**src/rtl/alu_arbiter.sv**
```systemverilog
// alu_arbiter: round-robin arbiter sharing one combinational 8-bit ALU
// between two requesters. Optional macro: ALU_ARB_OPCHECK_EN (opcode 7 trap).
module alu_arbiter #(
    parameter int LAT   = 2,
    parameter int CNT_W = 4
) (
    input  logic       clk,
    input  logic       rst_n,
    input  logic       req0,
    input  logic [7:0] a0,
    input  logic [7:0] b0,
    input  logic [2:0] op0,
    input  logic       cin0,
    input  logic       req1,
    input  logic [7:0] a1,
    input  logic [7:0] b1,
    input  logic [2:0] op1,
    input  logic       cin1,
    output logic [7:0] alu_a,
    output logic [7:0] alu_b,
    output logic [2:0] alu_op,
    output logic       alu_cin,
    input  logic [7:0] alu_r,
    output logic [7:0] res,
    output logic       done0,
    output logic       done1,
`ifdef ALU_ARB_OPCHECK_EN
    output logic       err,
`endif
    output logic       busy,
    output logic       gnt
);

    typedef enum logic [1:0] {
        S_IDLE,
        S_EXEC,
        S_DONE
    } state_t;

    localparam logic [CNT_W-1:0] CNT_INIT = CNT_W'(LAT - 1);

    state_t           r_state;
    logic [CNT_W-1:0] r_cnt;
    logic             r_gnt;
    logic [7:0]       r_alu_a;
    logic [7:0]       r_alu_b;
    logic [2:0]       r_alu_op;
    logic             r_alu_cin;
    logic [7:0]       r_res;
`ifdef ALU_ARB_OPCHECK_EN
    logic             r_err;
`endif

    logic       w_any;
    logic       w_pick1;
    logic [7:0] w_a;
    logic [7:0] w_b;
    logic [2:0] w_op;
    logic       w_cin;

    // Round-robin pick: on a tie the channel not granted last time wins.
    always_comb begin
        w_any   = req0 | req1;
        w_pick1 = (req0 & req1) ? ~r_gnt : req1;
        w_a     = w_pick1 ? a1   : a0;
        w_b     = w_pick1 ? b1   : b0;
        w_op    = w_pick1 ? op1  : op0;
        w_cin   = w_pick1 ? cin1 : cin0;
    end

    // Control FSM: accept, hold ALU inputs while they settle, return result.
    always_ff @(posedge clk or negedge rst_n) begin
        if (!rst_n) begin
            r_state   <= S_IDLE;
            r_cnt     <= '0;
            r_gnt     <= 1'b1;
            r_alu_a   <= '0;
            r_alu_b   <= '0;
            r_alu_op  <= '0;
            r_alu_cin <= 1'b0;
            r_res     <= '0;
`ifdef ALU_ARB_OPCHECK_EN
            r_err     <= 1'b0;
`endif
        end else begin
            case (r_state)
                S_IDLE: begin
                    if (w_any) begin
                        r_gnt <= w_pick1;
`ifdef ALU_ARB_OPCHECK_EN
                        if (w_op == 3'b111) begin
                            r_res   <= 8'h00;
                            r_err   <= 1'b1;
                            r_state <= S_DONE;
                        end else
`endif
                        begin
                            r_alu_a   <= w_a;
                            r_alu_b   <= w_b;
                            r_alu_op  <= w_op;
                            r_alu_cin <= w_cin;
                            r_cnt     <= CNT_INIT;
                            r_state   <= S_EXEC;
                        end
                    end
                end
                S_EXEC: begin
                    if (r_cnt == '0) begin
                        r_res   <= alu_r;
                        r_state <= S_DONE;
                    end else begin
                        r_cnt <= r_cnt - CNT_W'(1);
                    end
                end
                S_DONE: begin
`ifdef ALU_ARB_OPCHECK_EN
                    r_err   <= 1'b0;
`endif
                    r_state <= S_IDLE;
                end
                default: r_state <= S_IDLE;
            endcase
        end
    end

    assign alu_a   = r_alu_a;
    assign alu_b   = r_alu_b;
    assign alu_op  = r_alu_op;
    assign alu_cin = r_alu_cin;
    assign res     = r_res;
    assign gnt     = r_gnt;
    assign busy    = (r_state != S_IDLE);
    assign done0   = (r_state == S_DONE) & ~r_gnt;
    assign done1   = (r_state == S_DONE) & r_gnt;
`ifdef ALU_ARB_OPCHECK_EN
    assign err     = r_err;
`endif

endmodule

```
**config.mk**
```make
export PLATFORM = sky130hd
export DESIGN_NAME = alu_arbiter
export DESIGN_NICKNAME = d
export VERILOG_FILES = /design/src/rtl/alu_arbiter.sv
export SDC_FILE = /design/constraint.sdc
export NUM_CORES = 1
export LEC_CHECK = 0
export CAP_MARGIN = 20
export CORE_AREA = 2 2 68 70
export CTS_CLUSTER_SIZE = 12
export DETAILED_ROUTE_END_ITERATION = 6
export DIE_AREA = 0 0 70 72
export PLACE_DENSITY_LB_ADDON = 0.12
export SLEW_MARGIN = 20
export SYNTH_ARGS = -nofsm -noshare
export SYNTH_HDL_FRONTEND = slang
export SYNTH_SLANG_ARGS = --single-unit
```
**constraint.sdc**
```tcl
create_clock -name clk -period 1.6 [get_ports clk]
set_input_delay 0.32 -clock clk [delete_from_list [all_inputs] [get_ports clk]]
set_output_delay 0.32 -clock clk [all_outputs]
set_load 0.01 [all_outputs]
```
* Word-level counts from Yosys, hierarchy flattened
Index checks and enable logic that the tools add are counted.
** Storage, ports and cells
- Flip-flop bits (word level) :: 35
- Bits in latches :: 0
- Memory bits (writable) :: 0
- Bits in read-only memories :: 0
- Bits of input ports :: 52
- Output and inout port bits :: 32
- Memories kept :: 0
** Cells by class
- Add/subtract/negate cells :: 1
- Multipliers :: 0
- Div/mod/pow operators :: 0
- Magnitude comparators :: 0
- Equality and inequality tests :: 5
- Shift-type cells :: 0
- Multiplexer cells :: 11
- Bitwise gates (word level) :: 5
- Reductions and logical operators :: 8
** Operators by type and width (count)
- $mux W8 :: 2
- $mux W4 :: 2
- $pmux W4 S2 :: 1
- $ne A2 B2 Y1 const B :: 3
- $reduce_and A2 Y1 :: 3
- $logic_not A4 Y1 :: 1
- $mux W2 :: 2
- $pmux W2 S2 :: 1
- $reduce_bool A2 Y1 :: 2
- $sub A4 B1 Y4 const B :: 1
- $and A1 B1 Y1 :: 3
- $mux W3 :: 1
- $reduce_and A3 Y1 :: 1
- $eq A2 B1 Y1 const B :: 1
- $eq A2 B2 Y1 const B :: 1
- $logic_not A2 Y1 :: 1
- $mux W1 :: 2
- $not A1 Y1 :: 1
- $or A1 B1 Y1 :: 1

* Depth between registers and ports, before layout
- Depth in word-level cells :: 3
- Depth in mapped cells :: 5

* Least setup slack after synthesis
Ideal clock, no wire load.
- Kind :: reg2reg
- Start point :: reg r_cnt[0]
- End point :: reg r_res[0] (netlist: res[0])
- Data arrival time :: 1.295 ns
- Required time :: 1.475 ns
- Setup slack :: 0.180 ns
- Stages on the path, launching flop included :: 6
- Path buffers :: 0
- Period minus slack after synthesis :: 1.420 ns
- Path through :: dfrtp_1 > inv_1 > ha_1 > nor3b_4 > nand2_4 > mux2_2
** On the way
- Longest elaborated chain between the ends :: 2
** RTL lines
- start, declared :: line 43 : logic [CNT_W-1:0] r_cnt;
- start signal, assigned :: line 112 : r_cnt <= r_cnt - CNT_W'(1);
- $logic_not A4 Y1 :: line 108 : if (r_cnt == '0) begin
- $reduce_and A2 Y1 (no source line)
- end signal, assigned :: line 109 : r_res <= alu_r;
- end, declared :: line 49 : logic [7:0] r_res;
No other way between the ends.
A chain may end at the register's enable or synchronous reset.

* Worst setup path in the final report
- Start point :: reg r_gnt (netlist: gnt)
- End point :: out gnt
** RTL lines
- start, declared :: line 44 : logic r_gnt;
- start signal, assigned :: line 89 : r_gnt <= w_pick1;
- end, declared :: line 31 : output logic gnt
No word-level cell between the ends.

==> impl_metrics.yaml <==
power_and_ir_drop:
  finalPower_mw: 4.89
  leakage_nw: 1.19
  vdd_drop_max_mv: 0.807
  p_per_area_nw_per_um2: 1770
worst_setup_path:
  worst-r2r-cell-count: 6
  r2r_slack_ns: 0.06
  crit_path_start_kind: "flop"
  cp-end-kind: "output pin"
  cp.arrival_ns: 1.22
  crit_fanout: 4
  startpoint: "gnt"
  cp.required_ns: 1.28
  r2r_start: "r_cnt[1]"
  cp-endpoint: "gnt"
  r2r_end: "r_cnt[1]"
  path_class: "reg2out"
detailed_routing:
  wirelength_met1_um: 1800
  routedWlPerCell_um: 14.0
  ant_nets: 0
  vias_per_cell: 5.05
  top_layer: "met4"
  dr_wl_met2_um: 2280
  dr.first_iter.drc_count: 39
  dr.pass1.iters: 4
  routed_wl_um: 4440
  num_vias: 1600
  drc: 0
  met3WireLength_um: 320
global_routing:
  antenna_found_initial: 0
  grt_max_degree: 36
  grt-ovfl-total: 0
  grt_pass1_vias: 1680
  grt_util_all_layers: 0.187
  grt_first_pass_wirelength_um: 7400
yosys:
  synth-seq-area-share: 0.530
  ys_top_cells_by_count: "nand2_1 (41), dfrtp_1 (34), a21oi_1 (20), a31oi_1 (20), mux2_2 (9)"
  yosysUniqueCellTypes: 33
  syn_nets: 222
  avgSynthCellArea_um2: 9.85
  synth_edf_count: 0
  synthArstFlopShare: 1.00
  yosysWarnings: 0
  yosysMostFrequentCell: "nand2_1"
  synthCells: 168
  synth_ff_type: "dfrtp_1"
  synth_top_cell_area_share: 0.514
  synth_area_leaders: "dfrtp_1 (51%), nand2_1 (9.3%), a31oi_1 (7.6%), mux2_2 (6.1%), a21oi_1 (6.1%)"
  synth.cell_area_um2: 1650
  synth_seq_cells: 35
  yosysTopAreaCell: "dfrtp_1"
sta:
  grt_setup_unrepaired: "true"
  fmax_ghz: 0.649
  period_share: 0.963
  slew_viol_final: 0
  setup-violations-final: 0
  report.final.hold_viol_count: 0
  relSlewSlack: 0.723
  worst_clock_skew_ns: 0.00276
  worst_slack_ns: 0.0585
  fin_crit_ns: 1.54
  hold-worst-slack_ns: 0.506
  tightest_slew_ns: 0.415
die:
  ios: 84
  core_area_um2: 4260
  rows: 24
  die_area_um2: 5040
  start_util: 0.388
  die_width_um: 70
  die_y_um: 72
clocking:
  tritoncts: "done"
  cts_num_sinks: 35
  cts_buffer_depth: 2
  clock_latency_ns: 0.29
  numCtsBuffers: 5
  clk_pin_slew_ns: 0.07
  cts.htree.levels: 2
  root_buffer: "clkbuf_8"
placement:
  hpwl_um: 3130
  dpl_cell_area_um2: 2630
  routabilityCongestion: 0.735
  numPortBuffers: 83
  pre_cts_slack_ns: -0.108
finish:
  finish.utilization: 0.646
  fillers: 367
  drive_above_1_share: 0.162
  final_nets: 318
  area_growth_pct: 66.6
  fin_area_um2: 2760
  diodes: 0
flow_run:
  max_cap_viol_count: 0
worst_hold_path:
  min_path_type: "in2async"
status:
  status: "completed"
==> cells by family after synthesis <==
family          after synthesis  share of synthesized area
compound gates               48                      0.177
fa+ha+maj                     2                     0.0151
buf+inv                      16                     0.0431
flops                        35                      0.530
mux                          10                     0.0681
simple gates                 57                      0.166
==> layout by cell type (no fill, tap or decap), drive strengths merged, types with 2 or more instances in the layout <==
cell,Yosys,layout
nor3b,3,3
mux2,10,10
a21oi,20,20
a31oi,20,20
nand2,42,43
dfrtp,34,34
nor3,3,3
or2,2,2
clkbuf,4,9
dlygate4sd2,0,3
buf,7,16
ha,2,2
clkdlybuf4s50,0,78
inv,5,5
a22o,2,2
==> layout make-up <==
type | instances | area, um^2 | share of cell area
sequential | 35 | 877 | 0.318
multi-input combinational | 118 | 718 | 0.261
clock buffer | 8 | 100 | 0.0363
inverter | 5 | 18.8 | 0.00681
timing repair buffer | 99 | 977 | 0.355
tap | 52 | 65.1 | 0.0236
==> stage by stage <==
stage | instances | TNS (ns)
after global routing | 317 | -0.00235
after CTS | 315 | 0
after global placement | 305 | -1.31
after detailed placement | 305 | -1.56
final | 317 | 0
after floorplan | 168 | 0
==> registers in the layout, indices dropped and copies added, names as in the netlist <==
| register | flops |
|---|---|
| r_cnt | 4 |
| res | 8 |
| gnt | 1 |
| r_state | 2 |
| alu_a | 8 |
| alu_b | 8 |
| alu_cin | 1 |
| alu_op | 3 |
==> critical path, cell delays in order, from the launching register on <==
cell	delay (ns)
dfstp_2	0.55
buf_4	0.12
dlygate4sd2_1	0.26
==> per-layer routing <==
| metal | vias up | global-route usage |
|---|---|---|
| met1 | 770 | 0.206 |
| met5 | - | 0 |
| met4 | 0 | 0.0513 |
| met2 | 46 | 0.343 |
| met3 | 6 | 0.0653 |
| li1 | 778 | - |
==> power by group <==
part / switching, mW / internal [mW]
Combinational: 1.10 / 1.49
Clock: 0.306 / 0.393
Sequential: 0.259 / 1.34
Total: 1.66 / 3.23
==> timing repair <==
| action | in CTS | in global routing |
|---|---|---|
| hold endpoints to repair | 34 | 0 |
| setup endpoints to repair | 4 | 9 |
| gates resized for setup | 5 | 2 |
| gates cloned | 0 | 1 |
| pin swaps | 1 | 1 |
| hold buffers | 1 | 0 |
| setup buffers | 1 | 1 |
==> worst min-delay path by stage <==
stage / slack (ns) / endpoint / cells after the start
5_1_grt: 0.53 / res[3] / 1
6_report: 0.51 / res[3] / 3
3_5_place_dp: 0.30 / res[4] / 2
3_3_place_gp: 0.30 / res[3] / 2
4_1_cts: 0.51 / res[5] / 1
2_1_floorplan: 0.02 / alu_a[0] / 0
Note: power is estimated with default switching activity, not from simulation.
